<file path="config.mk">
export PLATFORM = sky130hd
export DESIGN_NAME = drop_animator_flat
export DESIGN_NICKNAME = d
export VERILOG_FILES = /design/src/rtl/drop_animator_if.sv /design/src/rtl/drop_animator.sv /design/src/flat_wrapper.sv
export SDC_FILE = /design/constraint.sdc
export NUM_CORES = 1
export LEC_CHECK = 0
export CAP_MARGIN = 0
export CORE_ASPECT_RATIO = 1.1
export CORE_MARGIN = 2
export CORE_UTILIZATION = 46
export CTS_CLUSTER_SIZE = 24
export DETAILED_ROUTE_END_ITERATION = 7
export PLACE_DENSITY = 0.78
export REMOVE_ABC_BUFFERS = 1
export SLEW_MARGIN = 30
export SYNTH_ARGS = -nofsm -noshare
export SYNTH_HDL_FRONTEND = slang
export SYNTH_SLANG_ARGS = --single-unit
</file>
<file path="constraint.sdc">
create_clock -name clk -period 1.9 [get_ports clk]
set_input_delay 0.38 -clock clk [delete_from_list [all_inputs] [get_ports clk]]
set_output_delay 0.38 -clock clk [all_outputs]
set_load 0.05 [all_outputs]
</file>
<file path="src/rtl/drop_animator_if.sv">
// Move-entry / animator bundle: drop request and column snapshot in, animation and commit status out.
interface drop_animator_if #(
  parameter int ROWS  = 16,
  parameter int ROW_W = 4,
  parameter int COL_W = 4
);
  logic             tick_n;
  logic             start;
  logic [COL_W-1:0] col;
  logic             player;
  logic [ROWS-1:0]  col_occ;

  logic             busy;
  logic             anim_valid;
  logic [ROW_W-1:0] cur_row;
  logic [COL_W-1:0] cur_col;
  logic             cur_player;
  logic             done;
  logic [ROW_W-1:0] land_row;
  logic             full_err;

  modport master (
    output tick_n, start, col, player, col_occ,
    input  busy, anim_valid, cur_row, cur_col, cur_player, done, land_row, full_err
  );

  modport slave (
    input  tick_n, start, col, player, col_occ,
    output busy, anim_valid, cur_row, cur_col, cur_player, done, land_row, full_err
  );
endinterface

</file>
<file path="src/rtl/drop_animator.sv">
// Animates a played token falling down one column, one row per low tick_n, then pulses done to commit it.
// Define DROP_ANIM_BYPASS_EN to skip the fall and commit directly after the landing check.
module drop_animator #(
  parameter int ROWS  = 16,
  parameter int ROW_W = 4,
  parameter int COL_W = 4
) (
  input logic            clk,
  input logic            RST,
  drop_animator_if.slave bus
);

  typedef enum logic [1:0] {IDLE, CHECK, FALL, COMMIT} state_t;

  state_t           state_q, state_d;
  logic [COL_W-1:0] col_q, col_d;
  logic             player_q, player_d;
  logic [ROWS-1:0]  occ_q, occ_d;
  logic [ROW_W-1:0] cur_row_q, cur_row_d;
  logic [ROW_W-1:0] land_row_q, land_row_d;
  logic             anim_valid_q, anim_valid_d;
  logic             done_q, done_d;
  logic             full_err_q, full_err_d;
  logic [ROW_W-1:0] land_calc;

  // Row just above the topmost filled cell; cells below it are don't-care.
  function automatic logic [ROW_W-1:0] land_of(input logic [ROWS-1:0] occ);
    logic [ROW_W-1:0] r;
    r = ROW_W'(ROWS - 1);
    for (int i = ROWS - 1; i >= 1; i--) begin
      if (occ[i]) r = ROW_W'(i - 1);
    end
    return r;
  endfunction

  always_comb begin
    state_d      = state_q;
    col_d        = col_q;
    player_d     = player_q;
    occ_d        = occ_q;
    cur_row_d    = cur_row_q;
    land_row_d   = land_row_q;
    anim_valid_d = anim_valid_q;
    done_d       = 1'b0;
    full_err_d   = 1'b0;
    land_calc    = land_of(occ_q);

    case (state_q)
      IDLE: begin
        if (bus.start) begin
          col_d    = bus.col;
          player_d = bus.player;
          occ_d    = bus.col_occ;
          state_d  = CHECK;
        end
      end
      CHECK: begin
        if (occ_q[0]) begin
          full_err_d = 1'b1;
          state_d    = IDLE;
        end else begin
          land_row_d = land_calc;
`ifdef DROP_ANIM_BYPASS_EN
          cur_row_d  = land_calc;
          done_d     = 1'b1;
          state_d    = COMMIT;
`else
          cur_row_d    = '0;
          anim_valid_d = 1'b1;
          state_d      = FALL;
`endif
        end
      end
      FALL: begin
        // The landing row gets one dwell step before the commit.
        if (!bus.tick_n) begin
          if (cur_row_q < land_row_q) begin
            cur_row_d = cur_row_q + ROW_W'(1);
          end else begin
            anim_valid_d = 1'b0;
            done_d       = 1'b1;
            state_d      = COMMIT;
          end
        end
      end
      COMMIT: begin
        state_d = IDLE;
      end
      default: begin
        state_d = IDLE;
      end
    endcase
  end

  always_ff @(posedge clk) begin
    if (!RST) begin
      state_q      <= IDLE;
      col_q        <= '0;
      player_q     <= 1'b0;
      cur_row_q    <= '0;
      land_row_q   <= '0;
      anim_valid_q <= 1'b0;
      done_q       <= 1'b0;
      full_err_q   <= 1'b0;
    end else begin
      state_q      <= state_d;
      col_q        <= col_d;
      player_q     <= player_d;
      cur_row_q    <= cur_row_d;
      land_row_q   <= land_row_d;
      anim_valid_q <= anim_valid_d;
      done_q       <= done_d;
      full_err_q   <= full_err_d;
    end
  end

  always_ff @(posedge clk) begin
    occ_q <= occ_d;
  end

  assign bus.busy       = (state_q != IDLE);
  assign bus.anim_valid = anim_valid_q;
  assign bus.cur_row    = cur_row_q;
  assign bus.cur_col    = col_q;
  assign bus.cur_player = player_q;
  assign bus.done       = done_q;
  assign bus.land_row   = land_row_q;
  assign bus.full_err   = full_err_q;

endmodule

</file>
<file path="src/flat_wrapper.sv">
// flat-port wrapper written by rule: the top's interface ports become plain ports
module drop_animator_flat 
#(
  parameter int ROWS  = 16,
  parameter int ROW_W = 4,
  parameter int COL_W = 4
)
  (clk, RST, bus_tick_n, bus_start, bus_col, bus_player, bus_col_occ, bus_busy, bus_anim_valid, bus_cur_row, bus_cur_col, bus_cur_player, bus_done, bus_land_row, bus_full_err);
  drop_animator_if #(.ROWS(ROWS), .ROW_W(ROW_W), .COL_W(COL_W)) bus_i ();
  input logic clk;
  input logic RST;
  input wire logic [$bits(bus_i.tick_n)-1:0] bus_tick_n;
  input wire logic [$bits(bus_i.start)-1:0] bus_start;
  input wire logic [$bits(bus_i.col)-1:0] bus_col;
  input wire logic [$bits(bus_i.player)-1:0] bus_player;
  input wire logic [$bits(bus_i.col_occ)-1:0] bus_col_occ;
  output wire logic [$bits(bus_i.busy)-1:0] bus_busy;
  output wire logic [$bits(bus_i.anim_valid)-1:0] bus_anim_valid;
  output wire logic [$bits(bus_i.cur_row)-1:0] bus_cur_row;
  output wire logic [$bits(bus_i.cur_col)-1:0] bus_cur_col;
  output wire logic [$bits(bus_i.cur_player)-1:0] bus_cur_player;
  output wire logic [$bits(bus_i.done)-1:0] bus_done;
  output wire logic [$bits(bus_i.land_row)-1:0] bus_land_row;
  output wire logic [$bits(bus_i.full_err)-1:0] bus_full_err;
  assign bus_i.tick_n = bus_tick_n;
  assign bus_i.start = bus_start;
  assign bus_i.col = bus_col;
  assign bus_i.player = bus_player;
  assign bus_i.col_occ = bus_col_occ;
  assign bus_busy = bus_i.busy;
  assign bus_anim_valid = bus_i.anim_valid;
  assign bus_cur_row = bus_i.cur_row;
  assign bus_cur_col = bus_i.cur_col;
  assign bus_cur_player = bus_i.cur_player;
  assign bus_done = bus_i.done;
  assign bus_land_row = bus_i.land_row;
  assign bus_full_err = bus_i.full_err;
  drop_animator #(.ROWS(ROWS), .ROW_W(ROW_W), .COL_W(COL_W)) u_core (.clk(clk), .RST(RST), .bus(bus_i));
endmodule
</file>
### Yosys cells after proc, flatten, opt, wreduce, memory -nomap -nowiden

Cells that the tools add are included.

| storage, ports and cells | value |
|---|---|
| flip-flop bits (word level) | 34 |

| cells by class | value |
|---|---|
| bitwise logic cells | 3 |
| reduce and logical (&&, ||, !) cells | 10 |
| $lt $le $gt $ge | 1 |
| equal/unequal tests | 8 |
| muxes and demuxes | 30 |
| $add $sub $neg | 1 |

Operator list:

| kind | number |
|---|---|
| 2-to-1 mux 4 bit | 11 |
| 2-to-1 mux 2 bit | 6 |
| 2-to-1 mux 3 bit | 4 |
| inequality test 2 bit (second input constant) | 4 |
| case mux 2 bit (4 select lines) | 1 |
| case mux 4 bit (2 select lines) | 1 |
| AND reduction 4 bit | 2 |
| 2-to-1 mux 1 bit | 6 |
| AND reduction 2 bit | 3 |
| adder 4 x 1 -> 4 bit (second input constant) | 1 |
| equality test 2 bit (second input constant) | 2 |
| < comparator 4 bit | 1 |
| nonzero test 2 bit | 2 |
| NOT 1 bit | 3 |
| AND reduction 3 bit | 1 |
| OR reduction 3 bit | 1 |
| equality test 2 x 1 -> 1 bit (second input constant) | 1 |
| zero test 2 bit | 1 |
| inequality test 2 x 1 -> 1 bit (second input constant) | 1 |
| case mux 1 bit (2 select lines) | 1 |

### Longest topological paths before layout

| logic depth | value |
|---|---|
| depth in word-level cells | 15 |
| mapped depth | 6 |
| depth with buffers taken out | 6 |

### Worst setup path after synthesis

OpenSTA, ideal clock, no wires.

| timing path | value |
|---|---|
| kind | register -> register |
| from | register u_core.land_row_q[1], in the netlist u_core.bus.land_row[1] |
| to | register u_core.cur_row_q[0], in the netlist u_core.bus.cur_row[0] |
| arrival time | 1.755 ns |
| buffers on the path | 0 |
| path slack | 0.025 ns |
| setup time | 0.120 ns |
| stages on the path, launching flop included | 6 |
| path through | dfxtp_1 inv_1 ha_1 a2111o_1 a21bo_1 mux2i_1 |

| on the way | value |
|---|---|
| cells in the longest elaborated chain, start to end | 3 |

Ends and longest elaborated chain:

| item | line | text |
|---|---|---|
| from (decl) | drop_animator.sv:20 | `logic [ROW_W-1:0] land_row_q, land_row_d;` |
| from (signal assigned) | drop_animator.sv:110 | `land_row_q <= land_row_d;` |
| < comparator 4 bit | drop_animator.sv:77 | `if (cur_row_q < land_row_q) begin` |
| inequality test 2 x 1 -> 1 bit (no source line) | - |  |
| AND reduction 4 bit (no source line) | - |  |
| to (signal assigned) | drop_animator.sv:109 | `cur_row_q <= cur_row_d;` |
| to (decl) | drop_animator.sv:19 | `logic [ROW_W-1:0] cur_row_q, cur_row_d;` |

Every way passes these cells.
A chain may end at the register's enable or synchronous reset.

### Worst setup path in the final report

| timing path | value |
|---|---|
| from | register u_core.done_q, in the netlist u_core.bus.done |
| to | output bus_done |

RTL lines:

| item | line | text |
|---|---|---|
| from (decl) | drop_animator.sv:22 | `logic done_q, done_d;` |
| from (signal assigned) | drop_animator.sv:112 | `done_q <= done_d;` |
| to (decl) | flat_wrapper.sv:22 | `output wire logic [$bits(bus_i.done)-1:0] bus_done;` |

No word-level cell between the ends.

==> flow_metrics.env <==
export IMPL_yosysSeqAreaShare_pct=58.38
export IMPL_setup_violations_final=0
export IMPL_cts_sinks=34
export IMPL_dr_total_vias=1098
export IMPL_die_height_um=62.69
export IMPL_yosysWarnings=0
export IMPL_pwr_density_cell_mw_per_mm2=722.2
export IMPL_cts_clk_slew_worst_paths_ns=0.10
export IMPL_layout_drive_gt1_share_pct=11.56
export IMPL_place_port_buffers=41
export IMPL_r2r_slack_ns=0.28
export IMPL_regToRegStartpoint="u_core.bus.land_row[1]"
export IMPL_dp_cells=199
export IMPL_status="completed"
export IMPL_clk_path_buf_depth=2
export IMPL_maxSlewViolCount=0
export IMPL_synth_main_ff_cell="dfxtp_1"
export IMPL_worst_slew_pin_slew_ns=0.5168
export IMPL_dp_hpwl_mm=2.095
export IMPL_postSynthCellCount=124
export IMPL_dieArea_mm2=0.003595
export IMPL_crit_required_ns=1.52
export IMPL_syn_cell_area_mm2=0.001440
export IMPL_post_route_period_util_pct=96.08
export IMPL_grt_usage_pct=16.97
export IMPL_cp_data_arrival_time_ns=1.45
export IMPL_wl_per_cell_um=13.42
export IMPL_routabilityCongestion=0.8030
export IMPL_relSlewSlack_pct=65.49
export IMPL_fin_cells=207
export IMPL_first_iter_violations=29
export IMPL_h_tree_depth=2
export IMPL_critPathSlowestCell="clkdlybuf4s50_1"
export IMPL_min_path_type="reg2reg"
export IMPL_cts_tree="built"
export IMPL_num_rows=21
export IMPL_period_needed_ns=1.826
export IMPL_grt_pass1_wl_mm=4.588
export IMPL_grt_ovfl_total=0
export IMPL_io_pins=42
export IMPL_post_cts_resized=1
export IMPL_hold_buffers=0
export IMPL_firstDrtPassIters=4
export IMPL_finClkSkew_ns=0.008620
export IMPL_hold_path_end="u_core.bus.land_row[1]"
export IMPL_postCtsSetupBuffers=0
export IMPL_synthArstFlopShare_pct=0
export IMPL_fill_cells=243
export IMPL_crit_chain="clkdlybuf4s50_1"
export IMPL_holdPathStages=2
export IMPL_drtAntennaViolNets=0
export IMPL_area_growth_syn_to_layout_pct=36.84
export IMPL_drt_wl_total_mm=2.777
export IMPL_antenna_found_initial=0
export IMPL_irDropWorstVdd_uv=440.7
export IMPL_finalNetCount=201
export IMPL_syn_avg_cell_area_um2=11.61
export IMPL_cp_slowest_stage_delay_ns=0.79
export IMPL_path_max_fanout=1
export IMPL_drv_cap=0
export IMPL_start_util_pct=47.66
export IMPL_ys_ff_latch=34
export IMPL_rr_endpoint="u_core.bus.cur_row[1]"
export IMPL_chipWidth_um=57.35
export IMPL_synth_edff_count=16
export IMPL_via_per_inst=5.304
export IMPL_setup_worst_path_start_class="register"
export IMPL_crit_type="reg2out"
export IMPL_grt_pass1_vias=1122
export IMPL_synth_cell_type_count=37
export IMPL_reg2reg_depth=5
export IMPL_leakage_nw=0.8450
export IMPL_rsz0062_at_grt="false"
export IMPL_antenna_cells=0
export IMPL_fin_setup_tns_ns=0
export IMPL_max_clock_freq_mhz=547.8
export IMPL_drc_errors=0
export IMPL_hold_viol=0
export IMPL_critPathBufInv=1
export IMPL_grt_max_degree=22
export IMPL_end_kind="output pin"
export IMPL_final_util_pct=65.22
export IMPL_clock_latency_ns=0.34
export IMPL_min_from="u_core.bus.land_row[1]"
export IMPL_critPathTopFamily="buffers and inverters"
export IMPL_cts_root_buf="clkbuf_4"
export IMPL_numCtsBuffers=5
export IMPL_core_mm2=0.003022
stage by stage:
step	cell area [um^2]	worst slack, ns	hold slack [ns]	power (mW)
after floorplan	1428	0.02485	0.4753	0.9620
after CTS	1956	0.002467	0.4974	1.445
after global placement	1908	0.2696	0.4648	1.071
final	1971	0.07449	0.4865	1.423
after global routing	1971	0.03127	0.5086	1.494
after detailed placement	1908	0.2090	0.4832	1.078
kinds of logic (layout without fill, tap and decap cells):
family | count (synthesis) | in the layout | synth area share, %
DFF | 34 | 34 | 58.38
AOI/OAI and AO/OA | 20 | 20 | 10.17
buffers and inverters | 10 | 59 | 2.693
and+or+nand+nor | 47 | 47 | 19.03
adders and majority gates | 4 | 4 | 3.475
muxes | 9 | 9 | 6.256
per-layer routing:
layer | up-vias | GRT usage (%) | share of wire, %
li1 | 545 | - | -
met2 | 44 | 27.56 | 49
met3 | 7 | 7.039 | 7.7
met5 | - | 0 | 0
met4 | 0 | 11.05 | 2.8
met1 | 502 | 17.58 | 40
cell usage after synthesis (2+ instances only):
| cell type | n | area, um^2 |
|---|---|---|
| dfxtp_1 | 18 | 360.4 |
| edfxtp_1 | 16 | 480.5 |
| nor2_1 | 10 | 37.54 |
| mux2i_1 | 9 | 90.09 |
| nor2b_1 | 7 | 43.79 |
| inv_1 | 6 | 22.52 |
| nand2_1 | 6 | 22.52 |
| nand2b_1 | 6 | 37.54 |
| a21oi_1 | 5 | 25.02 |
| nand3_1 | 5 | 25.02 |
| ha_1 | 4 | 50.05 |
| nor3b_1 | 3 | 22.52 |
| o31ai_1 | 3 | 22.52 |
| clkbuf_1 | 2 | 7.510 |
| o21ai_0 | 2 | 10.01 |
final cells by class:
cell class | instances | area [um^2] | area share, %
multi-input combinational | 80 | 560.5 | 28.44
sequential | 34 | 840.8 | 42.67
clock inverter | 3 | 11.26 | 0.5714
timing repair buffer | 44 | 451.7 | 22.92
tap | 34 | 42.54 | 2.159
inverter | 7 | 26.28 | 1.333
clock buffer | 5 | 37.54 | 1.905
placed cells by master, fill, tap and decap left out, types with 2 or more instances in the layout:
master           synthesis  layout
nor3b_1                  3       3
dfxtp_1                 18      18
mux2i_1                  9       9
o21ai_0                  2       2
clkdlybuf4s50_1          0      26
nor2_1                  10      10
nand2_1                  6       6
clkinv_1                 0       3
nand2b_1                 6       6
inv_1                    6       6
nand3_1                  5       5
buf_12                   0       2
o31ai_1                  3       3
buf_4                    0       9
clkbuf_4                 0       5
ha_1                     4       4
edfxtp_1                16      16
a21oi_1                  5       5
dlymetal6s2s_1           0       6
nor2b_1                  7       7
registers in the layout, summed over array words and instances, names as in the netlist, named ones only:
register               flops
u_core.bus.cur_col         4
u_core.bus.done            1
u_core.bus.anim_valid      1
u_core.bus.cur_player      1
u_core.bus.full_err        1
u_core.bus.land_row        4
u_core.occ_q              16
u_core.bus.cur_row         4
u_core.state_q             1
how the worst max path moves through the flow:
| stage | start | endpoint | slack (ns) | cells past startpoint |
|---|---|---|---|---|
| after detailed placement | bus_tick_n | u_core.bus.cur_row[3] | 0.21 | 6 |
| final | u_core.bus.done | bus_done | 0.07 | 1 |
| after global placement | bus_tick_n | u_core.bus.cur_row[3] | 0.27 | 6 |
| after floorplan | u_core.bus.land_row[1] | u_core.bus.cur_row[0] | 0.02 | 5 |
| after CTS | u_core.bus.cur_player | bus_cur_player | 0.002 | 1 |
| after global routing | u_core.bus.done | bus_done | 0.03 | 1 |
report_power, final:
part / internal (mW) / switching (mW)
clock: 0.132 / 0.232
sequential: 0.810 / 0.0242
combinational: 0.111 / 0.114
Note: power is estimated with default switching activity, not from simulation.
